### src/rtl/pwm_sample_scheduler_if.sv
// Sample stream handshake between the waveform source and the PWM sample scheduler.
interface pwm_sample_scheduler_if #(
    parameter int WIDTH = 9
);
    logic [WIDTH-1:0] sample_data;
    logic             sample_valid;
    logic             sample_ready;

    modport master (
        output sample_data,
        output sample_valid,
        input  sample_ready
    );

    modport slave (
        input  sample_data,
        input  sample_valid,
        output sample_ready
    );
endinterface

### src/rtl/pwm_sample_scheduler.sv
// PWM sample scheduler: buffers duty samples in a small FIFO and loads one into
// the PWM DAC at each period boundary, generating the DAC enable tick and count.
// Optional feature: define PWM_SCHED_HOLD_LAST_EN to hold the last duty on
// underrun instead of driving midscale.
module pwm_sample_scheduler #(
    parameter int WIDTH    = 9,
    parameter int DEPTH    = 4,
    parameter int PRESCALE = 1
) (
    input  logic                     clk,
    input  logic                     reset_n,
    input  logic                     start,
    input  logic                     stop,
    input  logic [WIDTH-1:0]         period,
    pwm_sample_scheduler_if.slave    sample_bus,
    output logic                     pwm_enable,
    output logic [WIDTH-1:0]         pwm_duty,
    output logic [WIDTH-1:0]         pwm_count,
    output logic                     period_start,
    output logic                     underrun,
    output logic                     busy,
    output logic [$clog2(DEPTH):0]   level
);
    localparam int AW = $clog2(DEPTH);
    localparam int LW = AW + 1;
    localparam int PW = (PRESCALE > 1) ? $clog2(PRESCALE) : 1;
    localparam logic [PW-1:0]    PRE_LAST = PW'(PRESCALE - 1);
    localparam logic [WIDTH-1:0] MIDSCALE = {1'b1, {(WIDTH-1){1'b0}}};
    localparam logic [WIDTH-1:0] MIN_COUNT = {{(WIDTH-1){1'b0}}, 1'b1};

    typedef enum logic [1:0] {
        IDLE,
        PRIME,
        RUN,
        STOPPING
    } state_t;

    state_t           state;
    logic [WIDTH-1:0] mem [DEPTH];
    logic [AW-1:0]    wr_ptr;
    logic [AW-1:0]    rd_ptr;
    logic [WIDTH-1:0] head;
    logic [PW-1:0]    presc;
    logic [WIDTH-1:0] phase;
    logic             full;
    logic             empty;
    logic             push;
    logic             pop;
    logic             running;
    logic             tick;
    logic             boundary;

    assign full     = (level == LW'(DEPTH));
    assign empty    = (level == '0);
    assign head     = mem[rd_ptr];
    assign push     = sample_bus.sample_valid && !full;
    assign running  = (state == RUN) || (state == STOPPING);
    assign tick     = running && (presc == PRE_LAST);
    assign boundary = tick && (phase == pwm_count);

    // A stop in PRIME wins over a pending first load.
    assign pop = !empty &&
                 (((state == PRIME) && !stop) || ((state == RUN) && boundary));

    assign sample_bus.sample_ready = !full;
    assign pwm_enable              = tick;
    assign busy                    = (state != IDLE);

    // FIFO storage; contents need no reset, only the pointers do.
    always_ff @(posedge clk) begin
        if (push) begin
            mem[wr_ptr] <= sample_bus.sample_data;
        end
    end

    // FIFO pointers and occupancy; push and pop in one cycle leave level unchanged.
    always_ff @(posedge clk) begin
        if (!reset_n) begin
            wr_ptr <= '0;
            rd_ptr <= '0;
            level  <= '0;
        end else begin
            if (push) begin
                wr_ptr <= wr_ptr + 1'b1;
            end
            if (pop) begin
                rd_ptr <= rd_ptr + 1'b1;
            end
            if (push && !pop) begin
                level <= level + 1'b1;
            end else if (!push && pop) begin
                level <= level - 1'b1;
            end
        end
    end

    // Prescaler and phase counter, mirroring the DAC counter while running.
    always_ff @(posedge clk) begin
        if (!reset_n) begin
            presc <= '0;
            phase <= '0;
        end else if (!running) begin
            // Phase is already 0 whenever the block leaves RUN/STOPPING, so
            // holding both cleared outside them equals clearing on start.
            presc <= '0;
            phase <= '0;
        end else if (tick) begin
            presc <= '0;
            phase <= (phase == pwm_count) ? '0 : phase + 1'b1;
        end else begin
            presc <= presc + 1'b1;
        end
    end

    // Sequencer FSM with registered duty, count and event pulses.
    always_ff @(posedge clk) begin
        if (!reset_n) begin
            state        <= IDLE;
            pwm_duty     <= '0;
            pwm_count    <= '0;
            period_start <= 1'b0;
            underrun     <= 1'b0;
        end else begin
            period_start <= 1'b0;
            underrun     <= 1'b0;
            case (state)
                IDLE: begin
                    if (start) begin
                        pwm_count <= (period == '0) ? MIN_COUNT : period;
                        state     <= PRIME;
                    end
                end
                PRIME: begin
                    if (stop) begin
                        state <= IDLE;
                    end else if (!empty) begin
                        pwm_duty     <= head;
                        period_start <= 1'b1;
                        state        <= RUN;
                    end
                end
                RUN: begin
                    if (boundary) begin
                        if (!empty) begin
                            pwm_duty     <= head;
                            period_start <= 1'b1;
                        end else begin
                            underrun <= 1'b1;
`ifdef PWM_SCHED_HOLD_LAST_EN
                            pwm_duty <= pwm_duty;
`else
                            pwm_duty <= MIDSCALE;
`endif
                        end
                    end
                    if (stop) begin
                        state <= STOPPING;
                    end
                end
                STOPPING: begin
                    if (boundary) begin
                        pwm_duty <= '0;
                        state    <= IDLE;
                    end
                end
                default: state <= IDLE;
            endcase
        end
    end
endmodule

### src/flat_wrapper.sv
// flat-port wrapper written by rule: the top's interface ports become plain ports
module pwm_sample_scheduler_flat 
#(
    parameter int WIDTH    = 9,
    parameter int DEPTH    = 4,
    parameter int PRESCALE = 1
)
  (clk, reset_n, start, stop, period, pwm_enable, pwm_duty, pwm_count, period_start, underrun, busy, level, sample_bus_sample_data, sample_bus_sample_valid, sample_bus_sample_ready);
  pwm_sample_scheduler_if #(.WIDTH(WIDTH)) sample_bus_i ();
  input  logic clk;
  input  logic reset_n;
  input  logic start;
  input  logic stop;
  input  logic [WIDTH-1:0] period;
  output logic pwm_enable;
  output logic [WIDTH-1:0] pwm_duty;
  output logic [WIDTH-1:0] pwm_count;
  output logic period_start;
  output logic underrun;
  output logic busy;
  output logic [$clog2(DEPTH):0] level;
  input wire logic [$bits(sample_bus_i.sample_data)-1:0] sample_bus_sample_data;
  input wire logic [$bits(sample_bus_i.sample_valid)-1:0] sample_bus_sample_valid;
  output wire logic [$bits(sample_bus_i.sample_ready)-1:0] sample_bus_sample_ready;
  assign sample_bus_i.sample_data = sample_bus_sample_data;
  assign sample_bus_i.sample_valid = sample_bus_sample_valid;
  assign sample_bus_sample_ready = sample_bus_i.sample_ready;
  pwm_sample_scheduler #(.WIDTH(WIDTH), .DEPTH(DEPTH), .PRESCALE(PRESCALE)) u_core (.clk(clk), .reset_n(reset_n), .start(start), .stop(stop), .period(period), .sample_bus(sample_bus_i), .pwm_enable(pwm_enable), .pwm_duty(pwm_duty), .pwm_count(pwm_count), .period_start(period_start), .underrun(underrun), .busy(busy), .level(level));
endmodule
### config.mk
export PLATFORM = sky130hd
export DESIGN_NAME = pwm_sample_scheduler_flat
export DESIGN_NICKNAME = d
export VERILOG_FILES = /design/src/rtl/pwm_sample_scheduler_if.sv /design/src/rtl/pwm_sample_scheduler.sv /design/src/flat_wrapper.sv
export SDC_FILE = /design/constraint.sdc
export NUM_CORES = 1
export LEC_CHECK = 0
export CAP_MARGIN = 20
export CORE_ASPECT_RATIO = 0.7
export CORE_MARGIN = 2
export CORE_UTILIZATION = 35
export CTS_BUF_LIST = sky130_fd_sc_hd__clkbuf_2
export DETAILED_ROUTE_END_ITERATION = 8
export HOLD_SLACK_MARGIN = 0.15
export PLACE_DENSITY = 0.57
export SLEW_MARGIN = 20
export SYNTH_ARGS = -nofsm -noshare
export SYNTH_HDL_FRONTEND = slang
export SYNTH_SLANG_ARGS = --single-unit
### constraint.sdc
create_clock -name clk -period 2.8 [get_ports clk]
set_input_delay 0.56 -clock clk [delete_from_list [all_inputs] [get_ports clk]]
set_output_delay 0.56 -clock clk [all_outputs]
set_load 0.02 [all_outputs]
Yosys cells after proc, flatten, opt, wreduce, memory -nomap -nowiden --
Memory sizes are Yosys's and may differ from the RTL's. A register that Yosys moved wholly into a read port is not among the register bits. Cells that the tools add are included.
Storage, ports and cells: RAM bits 36, input port bits 23, register bits 39, output and inout port bits 26, memories kept 1
Memories:
- u_core.mem | depth 4, width 9, read ports 1, clocked after Yosys merged registers in 1, write ports 1, line pwm_sample_scheduler.sv:39 | logic [WIDTH-1:0] mem [DEPTH];
Cells by class: add/subtract/negate cells 6, reduce and logical (&&, ||, !) cells 27, muxes and demuxes 25, equal/unequal tests 12, bitwise logic cells 3
Operators by type and width (number):
- $mux 9 | 7
- $pmux 9 s3 | 1
- $mux 2 | 7
- $add 9x1->9 const B | 1
- $eq 9x9->1 | 1
- $logic_not 9->1 | 1
- $logic_and 1x1->1 | 8
- $ne 2x2->1 const B | 4
- $pmux 2 s4 | 1
- $mux 1 | 6
- $mux 3 | 2
- $logic_not 1->1 | 5
- $reduce_and 5->1 | 1
- $add 2x1->2 const B | 2
- $eq 2x2->1 const B | 2
- $ne 2x1->1 const B | 2
- $reduce_and 2->1 | 2
- $reduce_and 4->1 | 1
- $reduce_bool 2->1 | 2
- $add 3x1->3 const B | 1
- $eq 3x3->1 const B | 1
- $logic_not 3->1 | 1
- $ne 3x3->1 const B | 1
- $not 1->1 | 3
- other kinds (9) | 10

Logic depth before layout (Yosys ltp) --
depth in word-level cells 10, gate-level depth with buffers 14, depth with buffers taken out 13

Least setup slack after synthesis --
No wires, ideal clock.
kind reg2reg, start point register u_core.state[0], end point register u_core.level[2], clock period less this slack 2.768 ns, path slack 0.032 ns, arrival time 2.699 ns, required time 2.730 ns, stages on the path, launching flop included 15, buffers on the path 1, setup time 0.070 ns, cells stage by stage dfxtp_1 -> inv_1 -> ha_1 -> o21ba_4 -> buf_6 -> nand4_4 -> or4_4 -> a21oi_2 -> inv_1 -> ha_1 -> inv_1 -> fa_1 -> xor2_1 -> or3_1 -> a21oi_1
On the way: cells in the longest elaborated chain, start to end 10, elaborated cells on any way between the ends 15, those cells by class 3 x eq/ne; 1 x mux; 11 x reduce/logical
RTL lines:
- from (decl) | line pwm_sample_scheduler.sv:38 | state_t state;
- from (signal assigned) | line pwm_sample_scheduler.sv:118 | state <= IDLE;
- from (signal assigned) | line pwm_sample_scheduler.sv:130 | state <= PRIME;
- from (signal assigned) | line pwm_sample_scheduler.sv:135 | state <= IDLE;
- $eq 2x2->1 | line pwm_sample_scheduler.sv:57 | assign running = (state == RUN) || (state == STOPPING);
- $logic_or 1x1->1 (*) | line pwm_sample_scheduler.sv:57
- $logic_and 1x1->1 (*) | line pwm_sample_scheduler.sv:58 | assign tick = running && (presc == PRE_LAST);
- named net pwm_enable | line flat_wrapper.sv:15 | output logic pwm_enable;
- $logic_and 1x1->1 (*) | line pwm_sample_scheduler.sv:59 | assign boundary = tick && (phase == pwm_count);
- $logic_and 1x1->1 (*) | line pwm_sample_scheduler.sv:63 | (((state == PRIME) && !stop) || ((state == RUN) && boundary));
- $logic_or 1x1->1 (*) | line pwm_sample_scheduler.sv:63
- $logic_and 1x1->1 (*) | line pwm_sample_scheduler.sv:62 | assign pop = !empty &&
- $logic_not 1->1 | line pwm_sample_scheduler.sv:89 | if (push && !pop) begin
- $logic_and 1x1->1 | line pwm_sample_scheduler.sv:89
- $mux 3 or $reduce_bool 2->1 (tied branches)
- to (signal assigned) | line pwm_sample_scheduler.sv:90 | level <= level + 1'b1;
- to (signal assigned) | line pwm_sample_scheduler.sv:92 | level <= level - 1'b1;
- to (decl) | line pwm_sample_scheduler.sv:22 | output logic [$clog2(DEPTH):0] level
The timed path passes the listed nets; every way through them passes the cells marked *. A chain may end at the register's enable or synchronous reset.

Worst setup path in the final report --
start point register u_core.state[0], end point register u_core.level[2]
On the way: cells in the longest elaborated chain, start to end 10, elaborated cells on any way between the ends 15, those cells by class 3 x eq/ne; 1 x mux; 11 x reduce/logical
RTL lines (line):
- $eq 2x2->1, on equally long branches | pwm_sample_scheduler.sv:57, pwm_sample_scheduler.sv:63
- $logic_or 1x1->1 | pwm_sample_scheduler.sv:57
- $logic_and 1x1->1 | pwm_sample_scheduler.sv:58
- $logic_and 1x1->1 | pwm_sample_scheduler.sv:59
- $logic_and 1x1->1 | pwm_sample_scheduler.sv:63
- $logic_or 1x1->1 (*) | pwm_sample_scheduler.sv:63
- $logic_and 1x1->1 (*) | pwm_sample_scheduler.sv:62
- $logic_not 1->1 | pwm_sample_scheduler.sv:89
- $logic_and 1x1->1 | pwm_sample_scheduler.sv:89
- $mux 3 or $reduce_bool 2->1 (tied branches)
Mark *: on every way between the ends. The rest lies on a longest branch, timed or not.

==> run_results.csv <==
group,metric,value,unit
timing,layout_min_cycle_time,2.74,ns
setup_path,startpoint_type,"flop",
run,maxCapViolCount,0,
worst_hold_path,hp-start,"u_core.pwm_duty[4]",
global_routing,antenna_found_initial,0,
floorplanning,io_pins,49,
power,power,0.00316,W
synth,syn_area_per_cell,12.1,µm²
timing,worst_slew_pin_slew,0.660,ns
synth,ys.flop_type,"dfxtp_1",
floorplanning,start_util,0.363,
power,clockPowerShare,0.186,
clock_network,cts_root_buf,"clkbuf_2",
power,p_switching,0.00115,W
place,hpwl,4850,µm
synth,syn_nets,308,
place,pre_cts_slack,0.0396,ns
setup_path,setup.worst_path.class,"reg -> reg",
place,portBuffers,48,
timing,skew,0.0350,ns
floorplanning,rows,29,
layout,n_antenna_cell,0,
clock_network,clock-sinks,77,
synth,synth_edf_count,36,
power,seqPwrFrac,0.472,
timing,finalMaxSlewViolations,0,
drt,vias,2141,
clock_network,ctsLongestPathBuffers,2,
timing,hold_viol_final,0,
synth,synth_cell_type_count,39,
floorplanning,core,9110,µm²
layout,utilization,0.456,
clock_network,cts_tree,"done",
synth,seq_area_frac_synth,0.576,
power,intPower,0.00201,W
timing,postLayoutSetupSlackWorst,0.0645,ns
synth,netlist_instances,273,
synth,synth_warnings,0,
timing,max_freq,366,MHz
place,gp_routability_congestion,0.759,
floorplanning,die-area,10200,µm²
global_routing,grt_use_total,0.140,
worst_hold_path,hp-class,"reg -> reg",
layout,layout.nets,372,
layout,layout-drive-gt1-share,0.161,
place,post_dp_cell_area,3970,µm²
setup_path,critPathArrivalTime,3.26,ns
layout,postLayoutCellArea,4150,µm²
setup_path,r2r-end,"u_core.level[2]",
clock_network,h-tree-depth,3,
global_routing,grt_pass1_wl,10900,µm
timing,slew_headroom,0.556,
clock_network,clk_pin_slew_worst_paths,0.25,ns
worst_hold_path,hold-path-endpoint,"u_core.pwm_duty[4]",
layout,area_growth,25.7,%
timing,final_min_period_over_clock_period,0.977,
drt,routed_wirelength,6820,µm
setup_path,r2r_cells,13,
setup_path,r2r_start,"u_core.state[0]",
drt,ant_nets,0,
synth,ys_seq_elements,77,
drt,first_pass_iters,4,
setup_path,crit_fanout,4,
floorplanning,die_h,85.3,µm
worst_hold_path,holdPathStages,2,
global_routing,grt_max_degree,17,
drt,post_drt_wl_per_cell,14.6,µm
global_routing,grt_pass1_vias,2057,
drt,first_iter_violations,125,
drt,drc,0,
clock_network,cts_buffers,9,
power,p_sw_frac,0.364,
power,ir_drop,320,µV
synth,synth_area_leaders,"edfxtp_1, dfxtp_1, mux4_2, nand2_1, mux2i_1",
synth,synth_top_area_share,0.327,
run_status,status,"complete, no violations",
power,power_density,761,nW/µm²
drt,routed_via_density,4.59,
setup_path,r2r_slack,0.06,ns
setup_path,crit_path_end_kind,"flop",
floorplanning,die_w,120,µm
global_routing,gr-total-overflow,0,
clock_network,clk_latency,0.56,ns
synth,yosysTopAreaCell,"edfxtp_1",
synth,synth_area,3300,µm²
setup_path,critPathRequiredTime,3.32,ns
timing,setup_viol,0,
power,combPwrFrac,0.342,
synth,async_reset_ff_frac,0,
power,power_leakage,1.45,nW
-- through the flow --
stage	cells	hold WS, ns	setup TNS [ns]
2_1_floorplan	273	0.445	0
3_3_place_gp	446	0.445	0
3_5_place_dp	446	0.453	0
4_1_cts	462	0.478	0
5_1_grt	466	0.494	-0.00622
6_report	466	0.477	0
-- kinds of logic after synthesis --
logic type	Yosys count	synth area share
buffers and inverters	18	0.0254
flip-flops	77	0.576
AND/OR/NAND/NOR	94	0.136
other	1	0.00113
multiplexers	24	0.107
XOR/XNOR	20	0.0530
adder cells (fa/ha/maj)	12	0.0477
AO/OA/AOI/OAI	27	0.0542
-- critical path, stage by stage (launching register included) --
cell     delay (ns)
dfxtp_4        0.42
inv_4          0.06
ha_4           0.13
o21ba_4        0.16
nand4_4        0.10
or4_4          0.58
a21oi_4        0.16
inv_1          0.06
ha_2           0.20
inv_2          0.06
fa_2           0.20
xor2_1         0.08
or3_1          0.37
a21oi_2        0.12
-- sequential cells by signal (all words and copies together) (netlist names), named ones only --
name and cells:
u_core.underrun 1, u_core.presc 1, u_core.pwm_duty 9, u_core.phase 9, u_core.wr_ptr 2, u_core.state 1, u_core.mem 36, u_core.level 3
u_core.rd_ptr 2, u_core.period_start 1, u_core.pwm_count 9
-- Yosys cell counts (2+ instances only) --
cell type  instances
xnor2_1           13
nand2b_1           4
o31a_1             2
o21ai_0            3
nor2_1            18
nand4_1            3
buf_6              2
mux4_2             9
or3_1              3
inv_1              9
xor2_1             7
ha_1              11
and2_1             2
nand3_1            5
nor3_1             3
mux2i_1           15
a21oi_1           14
edfxtp_1          36
dfxtp_1           41
nand2_1           44
and3_1             5
nor4_1             2
clkbuf_1           6
-- repair_timing --
item | in CTS | in global routing
hold buffers | 0 | 0
buffers inserted | 0 | 4
pin swaps | 0 | 7
endpoints found under the setup margin | 2 | 3
resized for setup | 2 | 14
-- final cells by class --
class | instances | area (µm²)
repair buffers | 62 | 584
multi-input cells | 178 | 1360
flip-flops and latches | 77 | 1910
fillers | 845 | 4950
clock buffers | 9 | 45.0
clock inverters | 7 | 63.8
inverters | 9 | 36.3
well taps | 124 | 155
-- worst max-delay path by stage --
stage                         start               to  depth (start not counted)
floorplan           u_core.state[0]  u_core.level[2]                         14
global placement               stop  u_core.level[2]                         10
detailed placement             stop  u_core.level[2]                         10
CTS                 u_core.state[0]             busy                          5
global route        u_core.state[0]  u_core.level[2]                         13
finish              u_core.state[0]  u_core.level[2]                         13
-- cell usage in the layout (no fill, tap or decap), types with 4 or more instances in the layout --
cell / netlist / routed
ha_1: 11 / 8
xnor2_1: 13 / 13
a21oi_1: 14 / 13
dfxtp_1: 41 / 39
nor2_1: 18 / 18
xor2_1: 7 / 7
clkbuf_2: 0 / 9
mux2i_1: 15 / 15
nand3_1: 5 / 5
inv_1: 9 / 7
buf_4: 0 / 14
edfxtp_1: 36 / 36
and3_1: 5 / 5
nand2b_1: 4 / 4
clkdlybuf4s50_1: 0 / 47
nand2_1: 44 / 44
mux4_2: 9 / 9
-- power groups by stage --
stage | Sequential (W) | Clock [W] | Combinational (W)
2_1_floorplan | 0.00157 | 0 | 0.000574
3_3_place_gp | 0.00150 | 0 | 0.00104
3_5_place_dp | 0.00151 | 0 | 0.00105
4_1_cts | 0.00148 | 0.000617 | 0.00106
5_1_grt | 0.00152 | 0.000658 | 0.00118
6_report | 0.00149 | 0.000589 | 0.00108
-- per-layer routing --
layer	part of all wire	routed length (µm)	vias up	global-route usage
met1	0.52	3550	1015	0.205
met5	0	0	-	0
met2	0.43	2960	30	0.193
met3	0.036	246	5	0.0444
met4	0.010	68	0	0.0513
li1	-	-	1091	-
(Power assumes the default switching activity.)
==> RTL edit, RTL diff (config.mk and constraints unchanged) <==
`WIDTH` is set to 9 in 3 places; all go to 18.
--- a/src/rtl/pwm_sample_scheduler_if.sv
+++ b/src/rtl/pwm_sample_scheduler_if.sv
@@ -1,6 +1,6 @@
 // Sample stream handshake between the waveform source and the PWM sample scheduler.
 interface pwm_sample_scheduler_if #(
-    parameter int WIDTH = 9
+    parameter int WIDTH = 18
 );
     logic [WIDTH-1:0] sample_data;
     logic             sample_valid;
--- a/src/rtl/pwm_sample_scheduler.sv
+++ b/src/rtl/pwm_sample_scheduler.sv
@@ -3,7 +3,7 @@
 // Optional feature: define PWM_SCHED_HOLD_LAST_EN to hold the last duty on
 // underrun instead of driving midscale.
 module pwm_sample_scheduler #(
-    parameter int WIDTH    = 9,
+    parameter int WIDTH    = 18,
     parameter int DEPTH    = 4,
     parameter int PRESCALE = 1
 ) (
--- a/src/flat_wrapper.sv
+++ b/src/flat_wrapper.sv
@@ -1,7 +1,7 @@
 // flat-port wrapper written by rule: the top's interface ports become plain ports
 module pwm_sample_scheduler_flat 
 #(
-    parameter int WIDTH    = 9,
+    parameter int WIDTH    = 18,
     parameter int DEPTH    = 4,
     parameter int PRESCALE = 1
 )
Ports: changed (resized period, pwm_count, pwm_duty and sample_bus_sample_data); port bits go from 49 to 85. No check against the original RTL was run, so the function may have changed too.
==> RTL edit against the original RTL <==
  * Cell count grew 77%
  * Routed wire length increased by 92%
  * Sequential share of layout area is 2.2 points higher
  * Worst setup slack improved by 0.15 ns
  * Sequential cell count increased by 63
  * Maximum frequency grew 5.9%
  * Clock skew grew 0.015 ns
  * Power rose by 77%
  * Design area increased by 76%
  * Area after synthesis is 78% higher
==> RTL edit: results (changes against the original RTL) <==
<table>
<tr><th>Metric</th><th>Value</th></tr>
<tr><th colspan="2">Outcome</th></tr>
<tr><td>Run status</td><td>completed</td></tr>
<tr><th colspan="2">Layout</th></tr>
<tr><td>Invs w/o clock</td><td>18 (+9)</td></tr>
<tr><td>Fraction of final layout cells sized beyond drive strength 1</td><td>13.5% (-2.5 points)</td></tr>
<tr><td>Number of multi-input combinational cells in the layout</td><td>304 (+71%)</td></tr>
<tr><td>Multi-input gate area</td><td>2180 µm² (+60%)</td></tr>
<tr><td>Number of flip-flops under the largest register name</td><td>72 (+100%)</td></tr>
<tr><td>Cell Count, Final, Fillers Out</td><td>824 (+77%)</td></tr>
<tr><th colspan="2">Placed design</th></tr>
<tr><td>Inst Count DP</td><td>789 (+77%)</td></tr>
<tr><td>Placer congestion estimate</td><td>0.795 (+4.7%)</td></tr>
<tr><td>Count of input and output buffers</td><td>84 (+75%)</td></tr>
<tr><td>Detailed placer's ending HPWL</td><td>9.53 mm (+96%)</td></tr>
<tr><th colspan="2">Global route</th></tr>
<tr><td>Vias in the first global route</td><td>3940 (+92%)</td></tr>
<tr><td>Number of antenna violations at the first check in global routing</td><td>1 (+1)</td></tr>
<tr><td>Wire length of the first global-routing pass</td><td>21.1 mm (+94%)</td></tr>
<tr><th colspan="2">Min path</th></tr>
<tr><td>Hold worst-path end</td><td>u_core.pwm_count[17]</td></tr>
<tr><td>Origin of the worst min-delay path</td><td>period[17]</td></tr>
<tr><td>Hold Path Stages</td><td>3 (+1)</td></tr>
<tr><th colspan="2">Setup path</th></tr>
<tr><td>Arrival time of data at the critical path endpoint</td><td>3.20 ns (-0.06 ns)</td></tr>
<tr><td>R2R Setup Slk</td><td>0.22 ns (+0.15 ns)</td></tr>
<tr><td>Worst R2R Path Depth</td><td>12 (-1)</td></tr>
<tr><th colspan="2">Synth</th></tr>
<tr><td>Most common library cells after synthesis</td><td>sky130_fd_sc_hd__nand2_1, sky130_fd_sc_hd__edfxtp_1, sky130_fd_sc_hd__dfxtp_1, sky130_fd_sc_hd__nor2_1</td></tr>
<tr><td>Distinct cells, synth</td><td>48 (+23%)</td></tr>
<tr><th colspan="2">Clocking</th></tr>
<tr><td>Clock sink count</td><td>140 (+82%)</td></tr>
<tr><td>TritonCTS buffer count</td><td>17 (+8)</td></tr>
<tr><td>H-tree depth</td><td>4 (+1)</td></tr>
<tr><td>Clock latency of the later-clocked register in the worst-skew pair</td><td>0.69 ns (+0.13 ns)</td></tr>
<tr><th colspan="2">Timing</th></tr>
<tr><td>Worst-margin pin slew</td><td>0.940 ns (+0.280 ns)</td></tr>
</table>
==> RTL edit: cell types whose count changed after synthesis, sizes merged, moves of 8 or more <==
cell | before | now
dfxtp | 41 | 68
edfxtp | 36 | 72
inv | 9 | 17
mux4 | 9 | 18
nand2 | 44 | 83
nor2 | 18 | 30
nor3 | 3 | 14
nor4 | 2 | 13
xor2 | 7 | 22
==> RTL edit: kinds of logic after synthesis <==
group	count (synthesis)	share of synthesized area, %
and+or+nand+nor	176	13.9
DFF	140	60.0
muxes	40	10.7
xor gates and xnor gates	38	5.67
AOI/OAI and AO/OA	37	3.94
buffers and inverters	37	2.98
adders and majority gates	12	2.69
other	1	0.0639
==> RTL edit: power groups by stage <==
stage	logic [µW]	clock network, µW	registers (µW)
6_report	1680	1290	2620
5_1_grt	1830	1430	2660
4_1_cts	1680	1340	2630
3_5_place_dp	1670	0	2670
3_3_place_gp	1650	0	2660
2_1_floorplan	869	0	2800
